File: config.mk
export PLATFORM = sky130hd
export DESIGN_NAME = render_sequencer
export DESIGN_NICKNAME = d
export VERILOG_FILES = /design/src/rtl/render_sequencer_pkg.sv /design/src/rtl/render_sequencer_scan_counter.sv /design/src/rtl/render_sequencer.sv
export SDC_FILE = /design/constraint.sdc
export NUM_CORES = 1
export LEC_CHECK = 0
export CORE_ASPECT_RATIO = 1.1
export CORE_MARGIN = 2
export CORE_UTILIZATION = 48
export DETAILED_ROUTE_END_ITERATION = 7
export GPL_ROUTABILITY_DRIVEN = 0
export PLACE_DENSITY_LB_ADDON = 0.25
export SLEW_MARGIN = 20
export SYNTH_ARGS = -nofsm -noshare
export SYNTH_HDL_FRONTEND = slang
export SYNTH_SLANG_ARGS = --single-unit
File: constraint.sdc
create_clock -name clk -period 5 [get_ports clk]
set_input_delay 0.75 -clock clk [delete_from_list [all_inputs] [get_ports clk]]
set_output_delay 0.75 -clock clk [all_outputs]
set_load 0.1 [all_outputs]
File: src/rtl/render_sequencer_pkg.sv
// Shared widths, renderer register IDs and sequencer state encoding
// for the render sequencer and its raster counter.
package render_pkg;

    localparam int X_W    = 11;
    localparam int Y_W    = 12;
    localparam int DATA_W = 32;

    localparam logic [2:0] REG_XCOORD = 3'd0;
    localparam logic [2:0] REG_YCOORD = 3'd1;
    localparam logic [2:0] REG_WIDTH  = 3'd2;
    localparam logic [2:0] REG_HEIGHT = 3'd3;
    localparam logic [2:0] REG_COLOR  = 3'd4;

    typedef enum logic {
        ST_IDLE = 1'b0,
        ST_SCAN = 1'b1
    } state_e;

endpackage

File: src/rtl/render_sequencer_scan_counter.sv
// Raster position counter: x runs 0..H_ACTIVE-1, then wraps and advances y.
// last_o flags the final position of the frame.
module scan_counter
    import render_pkg::*;
#(
    parameter int H_ACTIVE = 1920,
    parameter int V_ACTIVE = 1080
) (
    input  logic           clk,
    input  logic           rst,
    input  logic           clr_i,
    input  logic           en_i,
    output logic [X_W-1:0] x_o,
    output logic [Y_W-1:0] y_o,
    output logic           last_o
);

    localparam logic [X_W-1:0] X_LAST = X_W'(H_ACTIVE - 1);
    localparam logic [Y_W-1:0] Y_LAST = Y_W'(V_ACTIVE - 1);

    logic [X_W-1:0] x_q, x_d;
    logic [Y_W-1:0] y_q, y_d;

    always_comb begin
        x_d = x_q;
        y_d = y_q;
        if (clr_i) begin
            x_d = '0;
            y_d = '0;
        end else if (en_i) begin
            if (x_q == X_LAST) begin
                x_d = '0;
                y_d = (y_q == Y_LAST) ? '0 : y_q + 1'b1;
            end else begin
                x_d = x_q + 1'b1;
            end
        end
    end

    always_ff @(posedge clk) begin
        if (rst) begin
            x_q <= '0;
            y_q <= '0;
        end else begin
            x_q <= x_d;
            y_q <= y_d;
        end
    end

    assign x_o    = x_q;
    assign y_o    = y_q;
    assign last_o = (x_q == X_LAST) && (y_q == Y_LAST);

endmodule

File: src/rtl/render_sequencer.sv
// Front end of a renderer chain: forwards programming commands as program
// beats while idle, and scans one background-filled frame per request.
module render_sequencer
    import render_pkg::*;
#(
    parameter int          H_ACTIVE = 1920,
    parameter int          V_ACTIVE = 1080,
    parameter logic [31:0] BG_COLOR = 32'h0000_0000
) (
    input  logic              clk,
    input  logic              rst,
    input  logic              cmd_valid,
    output logic              cmd_ready,
    input  logic [X_W-1:0]    cmd_stage,
    input  logic [2:0]        cmd_reg,
    input  logic [DATA_W-1:0] cmd_data,
    input  logic              frame_req,
    output logic              frame_ack,
    output logic              program_out,
    output logic              pix_valid,
    output logic [X_W-1:0]    x_out,
    output logic [Y_W-1:0]    y_out,
    output logic [DATA_W-1:0] data_out,
    output logic              frame_done,
    output logic [15:0]       frame_cnt
);

    state_e              state_q, state_d;
    logic                pend_q, pend_d;
    logic                cmd_ready_q, cmd_ready_d;
    logic                ack_q, ack_d;
    logic                prog_q, prog_d;
    logic                pv_q, pv_d;
    logic [X_W-1:0]      x_q, x_d;
    logic [Y_W-1:0]      y_q, y_d;
    logic [DATA_W-1:0]   data_q, data_d;
    logic                done_q, done_d;
    logic [15:0]         frame_cnt_q, frame_cnt_d;

    logic                scan_en, scan_clr, scan_last;
    logic [X_W-1:0]      scan_x;
    logic [Y_W-1:0]      scan_y;

    scan_counter #(
        .H_ACTIVE (H_ACTIVE),
        .V_ACTIVE (V_ACTIVE)
    ) u_scan (
        .clk    (clk),
        .rst    (rst),
        .clr_i  (scan_clr),
        .en_i   (scan_en),
        .x_o    (scan_x),
        .y_o    (scan_y),
        .last_o (scan_last)
    );

    // pend_q marks the cycle after the final beat, where the frame is closed out.
    always_comb begin
        state_d     = state_q;
        pend_d      = 1'b0;
        cmd_ready_d = 1'b0;
        ack_d       = 1'b0;
        prog_d      = 1'b0;
        pv_d        = 1'b0;
        x_d         = '0;
        y_d         = '0;
        data_d      = '0;
        done_d      = 1'b0;
        frame_cnt_d = frame_cnt_q;
        scan_en     = 1'b0;
        scan_clr    = 1'b0;
        case (state_q)
            ST_IDLE: begin
                cmd_ready_d = 1'b1;
                if (cmd_valid && cmd_ready_q) begin
                    prog_d = 1'b1;
                    x_d    = cmd_stage;
                    y_d    = {9'b0, cmd_reg};
                    data_d = cmd_data;
                end else if (!cmd_valid && frame_req) begin
                    state_d     = ST_SCAN;
                    ack_d       = 1'b1;
                    cmd_ready_d = 1'b0;
                    scan_clr    = 1'b1;
                end
            end
            ST_SCAN: begin
                if (pend_q) begin
                    state_d     = ST_IDLE;
                    done_d      = 1'b1;
                    frame_cnt_d = frame_cnt_q + 16'd1;
                    cmd_ready_d = 1'b1;
                end else begin
                    pv_d    = 1'b1;
                    x_d     = scan_x;
                    y_d     = scan_y;
                    data_d  = BG_COLOR;
                    scan_en = 1'b1;
                    pend_d  = scan_last;
                end
            end
            default: state_d = ST_IDLE;
        endcase
    end

    always_ff @(posedge clk) begin
        if (rst) begin
            state_q     <= ST_IDLE;
            pend_q      <= 1'b0;
            cmd_ready_q <= 1'b0;
            ack_q       <= 1'b0;
            prog_q      <= 1'b0;
            pv_q        <= 1'b0;
            x_q         <= '0;
            y_q         <= '0;
            data_q      <= '0;
            done_q      <= 1'b0;
            frame_cnt_q <= '0;
        end else begin
            state_q     <= state_d;
            pend_q      <= pend_d;
            cmd_ready_q <= cmd_ready_d;
            ack_q       <= ack_d;
            prog_q      <= prog_d;
            pv_q        <= pv_d;
            x_q         <= x_d;
            y_q         <= y_d;
            data_q      <= data_d;
            done_q      <= done_d;
            frame_cnt_q <= frame_cnt_d;
        end
    end

    assign cmd_ready   = cmd_ready_q;
    assign frame_ack   = ack_q;
    assign program_out = prog_q;
    assign pix_valid   = pv_q;
    assign x_out       = x_q;
    assign y_out       = y_q;
    assign data_out    = data_q;
    assign frame_done  = done_q;
    assign frame_cnt   = frame_cnt_q;

endmodule

==> flow_summary.json, run 1 <==
{
  "outcome": "finished clean",
  "clock_tree_from_tritoncts": "done",
  "powerDensity_nw_per_um2": 303.1,
  "initial_util": 0.4862,
  "leading_cell_type_in_the_layout_fill_and_taps_excluded": "sky130_fd_sc_hd__clkdlybuf4s50_1",
  "rsz_0062_raised_after_global_routing": "false",
  "grt_start_max_net_pins": 48,
  "first_pass_grt_wire_length_um": 11600,
  "number_of_buffer_and_inverter_instances_along_the_worst_setup_path": 1,
  "critical-path-max-stage-delay_ns": 1.18,
  "hold_path_class": "flop to flop",
  "synthesis.yosys.warnings": 0,
  "synth_fp_nets": 400,
  "core.rowCount": 33,
  "cp.required_ns": 4.25,
  "num_vias": 2873,
  "max_cap_viol_count": 0,
  "dieWidth_um": 86.27,
  "number_of_buffers_added_by_the_clock_tree_synthesis_step": 9,
  "layout_worst_path_cycle_share": 0.5452,
  "drc": 0,
  "place.port_buffers": 125,
  "cpLargestDelayFamily": "buffers and inverters",
  "timing.max_slew.rel_slack": 0.3341,
  "worst-endpoint-arrival_ns": 1.98,
  "finalHoldViolCount": 0,
  "routed_via_density": 5.121,
  "post_synth_instance_area_sq_um": 3573,
  "cts.repair_timing.setup_buffer_count": 0,
  "final.fill_count": 591,
  "drt_pre_antenna_iters": 4,
  "cts_max_path_buffers": 2,
  "num_antenna_cells": 0,
  "design.die.area_sq_um": 8152,
  "antenna_found_initial": 0,
  "timing.critical_path.to_type": "primary output",
  "finalNetCount": 522,
  "finalSetupViolations": 0,
  "dp_cells": 545,
  "synth.yosys.seq_area_share": 0.5658,
  "antenna_violating_nets_remaining": 0,
  "route.detailed.wl_per_inst_um": 13.08,
  "cts.reportedPaths.clkPinSlew_ns": 0.09,
  "grt_pass1_vias": 2620,
  "syn_to_final_growth_pct": 42.93,
  "clock_sink_count": 101,
  "boundaryPins": 126,
  "post_cts.resized_instances": 0,
  "drt_iter0_markers": 90,
  "highest_count_cells_in_the_layout_ignoring_fill_and_taps": "sky130_fd_sc_hd__clkdlybuf4s50_1, sky130_fd_sc_hd__dfxtp_1, sky130_fd_sc_hd__and2_1",
  "worstSetupStartpointType": "flop",
  "global_route.overflow_total": 0,
  "cts-root-buf": "sky130_fd_sc_hd__clkbuf_8",
  "ys_types": 44,
  "skew_ns": 0.01077,
  "crit_chain": "clkdlybuf4s50_1",
  "ctsHtreeMaxLevel": 3,
  "leakagePower_uw": 0.001882,
  "postRouteWirelength_um": 7340,
  "cts_hold_buf": 0,
  "worst_ir_drop_on_vdd_mv": 0.2194,
  "setup-tns-final_ns": 0,
  "floorplan.core_area_sq_um": 7350,
  "maxClockFrequency_ghz": 0.3669,
  "post_synth_inst_count": 347,
  "timing.critical_path.fanout_max": 6,
  "slew_violations": 0,
  "timing_worst_setup_path_type": "flop to primary output",
  "timing_worst_slew_pin_value_ns": 0.9958,
  "critical-path-slowest-cell": "sky130_fd_sc_hd__clkdlybuf4s50_1",
  "postSynthRegisterBits": 101,
  "fp.dieH_um": 94.50,
  "avgSynthCellArea_sq_um": 10.30,
  "worstSkewPairLatency_ns": 0.36,
  "finalNonFillerCells": 561,
  "dp_hpwl_um": 5207,
  "final_layout_size_suffix_gt1_frac": 0.05907,
  "period_minus_slack_ns": 2.726,
  "groute.usage.overall": 0.1779
}
## worst reg2reg max path: cells and delay by family (launching register included)
kind | cells | cell delay, ns
compound gates | 1 | 0.18
simple gates | 3 | 1.10
flops | 1 | 0.42
fa+ha+maj | 1 | 0.21
## report_power, final
group	internal [uW]	switching, uW	total, uW
Clock	284	279	563
Sequential	816	6.13	822
Combinational	59.9	104	163
## per-stage QoR
stage	instance area (sq um)	hold WS, ns	power, uW	util	setup WS, ns
floorplan	3573	0.4571	940.8	-	2.730
global placement	4886	0.4641	1003	0.6648	2.212
detailed placement	4886	0.4804	1005	0.6648	2.197
CTS	5107	0.4931	1556	0.6949	2.261
global route	5107	0.5257	1597	0.6949	2.209
finish	5107	0.4870	1548	0.6949	2.274
## Yosys cell counts (all sizes together)
library cell  number  area, sq um
a21oi             16        80.08
a22o              14        122.6
a22oi              1        7.510
a31oi              1        6.260
a41oi              1        8.760
and2              42        262.8
and3               3        18.77
and3b              2        18.77
and4               6        53.80
and4b              1        10.01
buf                5        22.52
clkbuf            11        45.05
dfxtp            101         2022
ha                 3        37.54
inv                2        7.510
mux2i              2        20.02
nand2             16        60.06
nand2b             4        25.02
nand3             12        60.06
nand3b             1        7.510
nand4             12        111.4
nor2              26        97.59
nor2b              3        18.77
nor3               6        30.03
nor4               1        6.260
nor4b              1        8.760
o21ai              9        45.04
o21bai             2        18.77
o221ai             1        8.760
o31ai              5        37.54
or2                1        6.260
or3                9        56.30
or3b               2        17.52
or4                5        37.54
or4b               1        10.01
xnor2              5        43.79
xor2              14        122.6
## cell type report
type                       instances  area [sq um]  area share
inverter                           2         7.507    0.001470
sequential                       101          2022      0.3959
timing repair buffer             127          1266      0.2479
multi-input combinational        228          1481      0.2901
tap                               87         108.9     0.02131
clock inverter                     7         97.59     0.01911
clock buffer                       9         123.9     0.02425
## per-layer routing
metal,track usage,up-vias,part of all wire
met4,0.08333,0,0.016
met1,0.2180,1333,0.45
met2,0.2972,76,0.49
li1,-,1451,-
met3,0.04021,13,0.048
met5,0,-,0
## sequential cells by signal (all words and copies together) (netlist names), 11 cells and up
name        count
data_out       32
frame_cnt      16
u_scan.x_o     11
u_scan.y_o     12
x_out          11
y_out          12
## logic make-up after synthesis
family / share of synthesized area
AND/OR/NAND/NOR: 0.2567
flip-flops: 0.5658
AO/OA/AOI/OAI: 0.09384
XOR/XNOR: 0.04657
buffers and inverters: 0.02101
adder cells (fa/ha/maj): 0.01051
multiplexers: 0.005602
## final timing paths
kind                                   start  slack, ns  depth (start not counted)                    endpoint
setup reg to reg  u_scan.x_o[1]$_SDFFE_PP0N_       3.01                          5  u_scan.y_o[5]$_SDFFE_PP0P_
setup / recovery   frame_cnt[3]$_SDFFE_PP0P_       2.27                          1                frame_cnt[3]
hold / removal    frame_cnt[15]$_SDFFE_PP0P_       0.49                          2  frame_cnt[15]$_SDFFE_PP0P_
hold reg to reg   frame_cnt[15]$_SDFFE_PP0P_       0.49                          2  frame_cnt[15]$_SDFFE_PP0P_
Power figures use the tool's default switching activity.
==> run 2, diff against run 1 <==
--- a/config.mk
+++ b/config.mk
@@ -7,7 +7,7 @@
 export LEC_CHECK = 0
 export CORE_ASPECT_RATIO = 1.1
 export CORE_MARGIN = 2
-export CORE_UTILIZATION = 48
+export CORE_UTILIZATION = 40
 export DETAILED_ROUTE_END_ITERATION = 7
 export GPL_ROUTABILITY_DRIVEN = 0
 export PLACE_DENSITY_LB_ADDON = 0.25
==> constraint.sdc (replaced) <==
create_clock -name clk -period 2.24 [get_ports clk]
set_input_delay 0.336 -clock clk [delete_from_list [all_inputs] [get_ports clk]]
set_output_delay 0.336 -clock clk [all_outputs]
set_load 0.1 [all_outputs]
==> flow_summary.json, run 2 (synthesis gave the netlist of run 1 again) <==
{
  "outcome": "finished clean",
  "grt_start_max_net_pins": 48,
  "global_route.overflow_total": 0,
  "worstSetupStartpointType": "flop",
  "drc": 0,
  "clock_power_share": 0.371,
  "cellInternalPower_uw": 2646,
  "num_vias": 2902,
  "initial_util": 0.4068,
  "maxClockFrequency_ghz": 0.5047,
  "ff2ff_path_depth": 5,
  "powerDensity_nw_per_um2": 698.9,
  "clock_tree_from_tritoncts": "done",
  "hold_path_class": "flop to flop",
  "core.rowCount": 36,
  "postRouteWirelength_um": 7822,
  "drt_iter0_markers": 84,
  "dieWidth_um": 94.12,
  "layout_worst_path_cycle_share": 0.8845,
  "num_antenna_cells": 0,
  "groute.usage.overall": 0.1580,
  "place.port_buffers": 125,
  "final.setup.worst_slack_ns": 0.2586,
  "setup-tns-final_ns": 0,
  "skew_ns": 0.008548,
  "cts-root-buf": "sky130_fd_sc_hd__clkbuf_8",
  "switch_share": 0.2436,
  "boundaryPins": 126,
  "timing_worst_setup_path_type": "flop to flop",
  "leading_cell_type_in_the_layout_fill_and_taps_excluded": "sky130_fd_sc_hd__dfxtp_1",
  "hold-worst-slack_ns": 0.4890,
  "rsz_0062_raised_after_global_routing": "false",
  "detailedPlace.worstSlack_ns": 0.2681,
  "comb_power_share": 0.106,
  "route.detailed.wl_per_inst_um": 13.19,
  "first_pass_grt_wire_length_um": 12010,
  "antenna_found_initial": 0,
  "final_layout_size_suffix_gt1_frac": 0.2338,
  "leakagePower_uw": 0.002074,
  "cp.required_ns": 2.53,
  "antenna_violating_nets_remaining": 0,
  "design.die.area_sq_um": 9707,
  "min_path_cells": 2,
  "timing.critical_path.fanout_max": 9,
  "netSwitchingPower_uw": 851.9,
  "worstSkewPairLatency_ns": 0.36,
  "number_of_buffers_added_by_the_clock_tree_synthesis_step": 9,
  "highest_count_cells_in_the_layout_ignoring_fill_and_taps": "sky130_fd_sc_hd__dfxtp_1, sky130_fd_sc_hd__buf_4, sky130_fd_sc_hd__clkdlybuf4s50_1",
  "cts.reportedPaths.clkPinSlew_ns": 0.09,
  "finalNetCount": 527,
  "worst_ir_drop_on_vdd_mv": 0.3378,
  "post_cts.resized_instances": 0,
  "timing.critical_path.to_type": "flop",
  "slew_violations": 0,
  "final_util": 0.5698,
  "finalSetupViolations": 0,
  "timing_worst_slew_pin_value_ns": 0.4218,
  "floorplan.core_area_sq_um": 8783,
  "period_minus_slack_ns": 1.981,
  "worst-endpoint-arrival_ns": 2.27,
  "cts.repair_timing.setup_buffer_count": 0,
  "grt_pass1_vias": 2596,
  "clock_sink_count": 101,
  "syn_to_final_growth_pct": 40.06,
  "finalHoldViolCount": 0,
  "ctsHtreeMaxLevel": 3,
  "fp.dieH_um": 103.1,
  "routed_via_density": 4.894,
  "report.power.total_uw": 3498,
  "dp_hpwl_um": 5627,
  "max_cap_viol_count": 0,
  "timing.max_slew.rel_slack": 0.7186,
  "cts_hold_buf": 0,
  "largest_reg_flops": 32,
  "drt_pre_antenna_iters": 4,
  "cts_max_path_buffers": 2,
  "p_seq_frac": 0.523
}
run 2: changes by cell type in the layout (fill, tap and decap cells not counted):
cell                              before  now
sky130_fd_sc_hd__clkinv_4              1    2
sky130_fd_sc_hd__clkbuf_8              9   11
sky130_fd_sc_hd__dfxtp_2               0    3
sky130_fd_sc_hd__clkinvlp_4            2    0
sky130_fd_sc_hd__buf_4                 2   83
sky130_fd_sc_hd__dfxtp_1             101   98
sky130_fd_sc_hd__inv_6                 1    0
sky130_fd_sc_hd__clkdlybuf4s50_1     125   49
run 2: per-stage QoR:
step / std cells / cell area (sq um)
floorplan: 347 / 3577
global placement: 577 / 4771
detailed placement: 577 / 4771
CTS: 593 / 5005
global route: 593 / 5005
finish: 593 / 5005
run 2: layout make-up:
type / instances / area (sq um)
repair buffers: 132 / 1114
flip-flops and latches: 101 / 2026
clock inverters: 5 / 82.58
fillers: 781 / 3779
well taps: 114 / 142.6
clock buffers: 11 / 151.4
inverters: 2 / 7.507
multi-input cells: 228 / 1481
run 2: power groups by stage:
| stage | registers, uW | logic, uW | clock network, uW |
|---|---|---|---|
| final | 1830 | 370 | 1300 |
| after global routing | 1830 | 389 | 1400 |
| after CTS | 1830 | 374 | 1330 |
| after detailed placement | 1870 | 373 | 0 |
| after global placement | 1870 | 371 | 0 |
| after floorplan | 2040 | 55.3 | 0 |
run 2: per-layer routing:
layer  routed length, um  share of wire  vias to the layer above  track usage
met1                3391           0.43                     1334       0.1889
met4                 146          0.019                        0      0.08361
met3                 464          0.059                       12      0.03655
met2                3820           0.49                       90       0.2654
met5                   0              0                        -            0
li1                    -              -                     1466            -
run 2: final timing paths:
check | startpoint | endpoint | slack [ns]
worst max-delay path | u_scan.x_o[0]$_SDFFE_PP0N_ | u_scan.y_o[10]$_SDFFE_PP0P_ | 0.26
worst min-delay path | frame_cnt[15]$_SDFFE_PP0P_ | frame_cnt[15]$_SDFFE_PP0P_ | 0.49
worst max register to register | u_scan.x_o[0]$_SDFFE_PP0N_ | u_scan.y_o[10]$_SDFFE_PP0P_ | 0.26
worst min register to register | frame_cnt[15]$_SDFFE_PP0P_ | frame_cnt[15]$_SDFFE_PP0P_ | 0.49
run 2: worst max-delay path, cell delays in order (launching register included):
cell and delay, ns:
sky130_fd_sc_hd__dfxtp_1 0.42, sky130_fd_sc_hd__ha_1 0.21, sky130_fd_sc_hd__and3_1 0.39, sky130_fd_sc_hd__nand4_2 0.29
sky130_fd_sc_hd__or4_1 0.46, sky130_fd_sc_hd__a21oi_1 0.14
==> RTL change 1, RTL diff (flow settings as in run 2) <==
Change the package constant `X_W` from 11 to 12.
--- a/src/rtl/render_sequencer_pkg.sv
+++ b/src/rtl/render_sequencer_pkg.sv
@@ -2,7 +2,7 @@
 // for the render sequencer and its raster counter.
 package render_pkg;
 
-    localparam int X_W    = 11;
+    localparam int X_W    = 12;
     localparam int Y_W    = 12;
     localparam int DATA_W = 32;
 
Interface: changed (resized cmd_stage and x_out); port bits go from 126 to 128. The function was not compared with the original's and may differ.
==> RTL change 1 against run 2 <==
  * Routed wire length increased by 11%
  * Sequential cell count increased by 2
  * Final cell count increased by 5.1%
  * Setup slack improved by 0.069 ns
  * Cell area increased by 3.2%
  * Synthesized area increased by 4.1%
  * Critical path depth unchanged
  * First-iteration DRC count increased by 12%
  * Total power decreased by 1.5%
  * Largest cell class unchanged
  * Largest power group unchanged
  * Highest routed layer unchanged
==> RTL change 1: results (changes against run 2) <==
ys_top_cells_by_count: "103 x dfxtp_1, 39 x and2_1, 30 x nor2_1"
critical_path_arrival_ns: 2.20  # -0.07 ns
dp_hpwl_microns: 6320  # +12%
drv_slew: 0  # unchanged
clockBufferDepth: 2  # unchanged
place_area_sq_um: 4950  # +3.9%
finClkSkew_ns: 0.0134  # +0.00485 ns
track_usage_pct: 17.3  # +1.5 points
drive_above_1_share_pct: 23.4  # about the same
io_buffer_count: 127  # +1.6%
final_cells: 623  # +5.1%
largest_reg_flops: 32  # unchanged
grt_pass1_wl_microns: 14000  # +16%
yosysWarnings: 0  # unchanged
dp_cells: 607  # +5.2%
p_leak_nw: 2.06  # -0.90%
grt_pass1_vias: 2980  # +15%
root_buffer: "clkbuf_8"
fin_nets: 558  # +5.9%
max_stage_delay_ns: 0.55  # +0.09 ns
diodes: 0  # unchanged
status: "complete, no violations"
syn_avg_cell_area_sq_um: 9.95  # -3.4%
drt-initial-drc-count: 94  # +12%
grt_max_degree: 49  # +2.1%
grt.met2_usage_pct: 29.3  # +2.8 points
synth.yosys.seq_area_share_pct: 55.4  # -1.2 points
worstPathMaxFanout: 10  # +1
cts_buffers: 9  # unchanged
synthesis.nets: 428  # +7.0%
wl_per_cell_microns: 14.0  # +5.8%
worst_pin_slew_ns: 0.666  # +0.244 ns
min_path_type: "input port to flop"
cts.htree.levels: 3  # unchanged
globalRouteMet1Util_pct: 21.4  # +2.5 points
use_met3_pct: 3.10  # -0.55 points
netlist_top_cells_area: "dfxtp_1 55%, and2_1 6.6%, a22o_1 3.5%, xnor2_1 3.3%, nor2_1 3.0%"
vdd_drop_max_uv: 375  # +11%
ys_types: 45  # +2.3%
swShare_pct: 25.8  # +1.4 points
vias: 3124  # +7.6%
-- RTL change 1: cell types whose count changed in the layout (fill, tap and decap cells not counted), sizes merged, moves of 4 or more --
cell / change
xnor2: +9
nand3: +7
xor2: -8
inv: +8
nor3: +4
nor2: +4
or4: -4
nor4: +8
nand2: +7
and4: -4
-- RTL change 1: cells by family after synthesis --
logic type	after synthesis	share of synthesized area, %
AND/OR/NAND/NOR	173	26.9
AO/OA/AOI/OAI	49	8.81
multiplexers	1	0.303
adder cells (fa/ha/maj)	3	1.01
buffers and inverters	25	2.86
flip-flops	103	55.4
XOR/XNOR	20	4.71
-- RTL change 1: metrics by stage --
stage          hold slack [ns]  setup slack [ns]  utilization [%]
6_report                 0.524             0.328             57.6
5_1_grt                  0.515             0.158             57.6
4_1_cts                  0.512             0.335             57.6
3_5_place_dp             0.507             0.137             55.3
3_3_place_gp             0.485             0.155             55.3
2_1_floorplan            0.421            0.0105                -
-- RTL change 1: power by group through the flow --
stage	Sequential (W)	Combinational (W)	Clock, W
2_1_floorplan	0.00208	0.0000650	0
3_3_place_gp	0.00191	0.000388	0
3_5_place_dp	0.00191	0.000390	0
4_1_cts	0.00187	0.000392	0.00122
5_1_grt	0.00187	0.000410	0.00130
6_report	0.00187	0.000390	0.00119
-- RTL change 1: layer usage --
metal | vias up | wire, microns
met5 | - | 0
met4 | 0 | 121
met3 | 11 | 616
met2 | 100 | 4200
met1 | 1465 | 3760
li1 | 1548 | -
-- RTL change 1: worst max-delay path: cells and delay by family (launching register included) --
kind / cells / cell delay [ns]
compound gates: 1 / 0.14
flops: 1 / 0.44
fa+ha+maj: 1 / 0.20
simple gates: 3 / 1.07
-- RTL change 1: cell type report --
type                            count  area [sq um]
Inverter                            8          30.0
Tap cell                          114           143
Clock buffer                       11           141
Timing Repair Buffer              136          1160
Sequential cell                   103          2070
Fill cell                         788          3800
Clock inverter                      5          65.1
Multi-Input combinational cell    246          1560
-- RTL change 1: worst paths after layout --
| check | endpoint | slack (ns) | cells past startpoint | startpoint |
|---|---|---|---|---|
| worst min register to register | frame_cnt[1] | 0.53 | 2 | frame_cnt[1] |
| worst max-delay path | u_scan.y_o[9] | 0.33 | 5 | u_scan.x_o[0] |
| worst max register to register | u_scan.y_o[9] | 0.33 | 5 | u_scan.x_o[0] |
| worst min-delay path | data_out[18] | 0.52 | 2 | cmd_data[18] |
==> RTL change 2, RTL diff (config.mk and constraints of run 2) <==
Without the edit above. Reset style: asynchronous (`rst`), changed in 2 clocked blocks.
--- a/src/rtl/render_sequencer_scan_counter.sv
+++ b/src/rtl/render_sequencer_scan_counter.sv
@@ -37,7 +37,7 @@
         end
     end
 
-    always_ff @(posedge clk) begin
+    always_ff @(posedge clk or posedge rst) begin
         if (rst) begin
             x_q <= '0;
             y_q <= '0;
--- a/src/rtl/render_sequencer.sv
+++ b/src/rtl/render_sequencer.sv
@@ -103,7 +103,7 @@
         endcase
     end
 
-    always_ff @(posedge clk) begin
+    always_ff @(posedge clk or posedge rst) begin
         if (rst) begin
             state_q     <= ST_IDLE;
             pend_q      <= 1'b0;
Check against the original RTL: differs if rst is asserted again (counterexample within 4 cycles, from zero or initial values and one cycle with rst high); with rst held inactive, the same outputs for 10 cycles.
==> RTL change 2 against run 2 <==
  * Sequential cell count is the same
  * Setup slack gained 0.014 ns
  * Synthesized area grew 12%
  * Critical path depth grew 1
  * Routed wire length grew 16%
  * Cell area grew 9.1%
Power is not compared: it rests on default switching activity, and its combinational part moved more than twofold at a synthesized area within 25%.
==> RTL change 2: results (changes against run 2) <==
r2r_start: "u_scan.x_o[0]"
yosysWarnings: 0  # unchanged
r2r_cells: 6  # +1
cts_buffers: 9  # unchanged
viasPerCell: 5.00  # +2.2%
synthesis.nets: 394  # -1.5%
drt-initial-drc-count: 164  # +95%
worst_pin_slew_ns: 0.584  # +0.163 ns
wl_met1_microns: 4070  # +20%
drt_pass1_iterations: 4  # unchanged
p_leak_nw: 2.69
vdd_drop_max_uv: 443
drt-total-wl_microns: 9060  # +16%
r2r_setup_slack_ns: 0.27
post_cts_buffers: 0  # unchanged
grt_pass1_wl_microns: 14400  # +20%
io_buffer_count: 125  # unchanged
dp_cells: 581  # +0.69%
dr_wl_met3_microns: 465  # +0.22%
clockBufferDepth: 2  # unchanged
fin_nets: 525  # -0.38%
async_reset_ff_share_pct: 100  # +100 points
drive_above_1_share_pct: 23.7  # +0.31 points
cts.htree.levels: 3  # unchanged
clock_latency_ns: 0.36  # about the same
vias: 2986  # +2.9%
root_buffer: "clkbuf_8"
status: "complete, no violations"
routed.top_layer: "met4"
dp_hpwl_microns: 6430  # +14%
finClkSkew_ns: 0.00709  # -0.00146 ns
ys_top_cells_by_count: "101 x dfrtp_1, 42 x and2_1, 34 x nand2_1"
antenna_found_initial: 0  # unchanged
diodes: 0  # unchanged
grt_pass1_vias: 2753  # +6.0%
post_cts_resized: 0  # unchanged
fillers: 831  # +6.4%
largest_reg_flops: 32  # unchanged
track_usage_pct: 17.2  # +1.4 points
worstPathMaxFanout: 10  # +1
path_clk_slew_ns: 0.09  # about the same
min_path_type: "input port to async pin"
netlist_top_cells_area: "dfrtp_1 63%, and2_1 6.6%, nand2_1 3.2%, a22o_1 2.6%, xnor2_1 2.4%"
ys_types: 46  # +4.5%
dr_wl_met2_microns: 4240  # +11%
syn_inst: 341  # -1.7%
crit_end: "u_scan.y_o[5]"
grt_max_degree: 32  # -33%
synth.yosys.seq_area_share_pct: 63.3  # +6.7 points
criticalPathCategory: "flop to flop"
critical_path_arrival_ns: 2.26
place_area_sq_um: 5250  # +10%
synthFlopType: "dfrtp_1"
## RTL change 2: worst min path at each step
| stage | start | endpoint | slack (ns) |
|---|---|---|---|
| final | rst | u_scan.y_o[6] | 0.39 |
| after CTS | rst | u_scan.x_o[10] | 0.41 |
| after detailed placement | frame_cnt[15] | frame_cnt[15] | 0.47 |
| after global routing | rst | u_scan.x_o[10] | 0.43 |
| after global placement | frame_cnt[15] | frame_cnt[15] | 0.46 |
| after floorplan | cmd_stage[7] | x_out[7] | 0.45 |
## RTL change 2: area by class of cell
type                            instances  area, sq um  share of cell area [%]
Timing Repair Buffer                  134         1170                    21.4
Tap cell                              120          150                    2.75
Clock inverter                          5         75.1                    1.37
Multi-Input combinational cell        219         1380                    25.3
Clock buffer                           11          131                    2.41
Inverter                                7         30.0                   0.550
Sequential cell                       101         2530                    46.3
## RTL change 2: logic make-up after synthesis
family / Yosys count / share of synthesized area (%)
AND/OR/NAND/NOR: 150 / 20.8
flip-flops: 101 / 63.3
AO/OA/AOI/OAI: 41 / 7.14
XOR/XNOR: 21 / 4.60
buffers and inverters: 21 / 2.25
multiplexers: 4 / 1.03
adder cells (fa/ha/maj): 3 / 0.940
## RTL change 2: report_power, final
| part | switching (W) | total (W) | internal [W] |
|---|---|---|---|
| Clock | 0.000602 | 0.00123 | 0.000625 |
| Combinational | 0.000941 | 0.00129 | 0.000350 |
| Sequential | 0.000163 | 0.00215 | 0.00199 |
## RTL change 2: worst max-delay path: stages, from the launching register on
cell     delay, ns
dfrtp_1       0.44
ha_1          0.27
and4_1        0.29
nand4_1       0.23
buf_4         0.24
or3_1         0.34
o21ai_0       0.07
## RTL change 2: routing by layer
metal / track usage [%] / vias up
met2: 26.3 / 97
met4: 9.39 / 0
met5: 0 / -
met3: 2.31 / 19
li1: - / 1423
met1: 23.9 / 1447
## RTL change 2: stage by stage
step           utilization [%]  setup slack, ns  total power (W)  hold WS [ns]
2_1_floorplan                -           0.0481          0.00311         0.449
3_3_place_gp              53.6            0.185          0.00346         0.465
3_5_place_dp              53.6            0.149          0.00348         0.472
4_1_cts                   55.7            0.277          0.00472         0.406
5_1_grt                   55.7           0.0891          0.00488         0.431
6_report                  55.7            0.273          0.00467         0.391
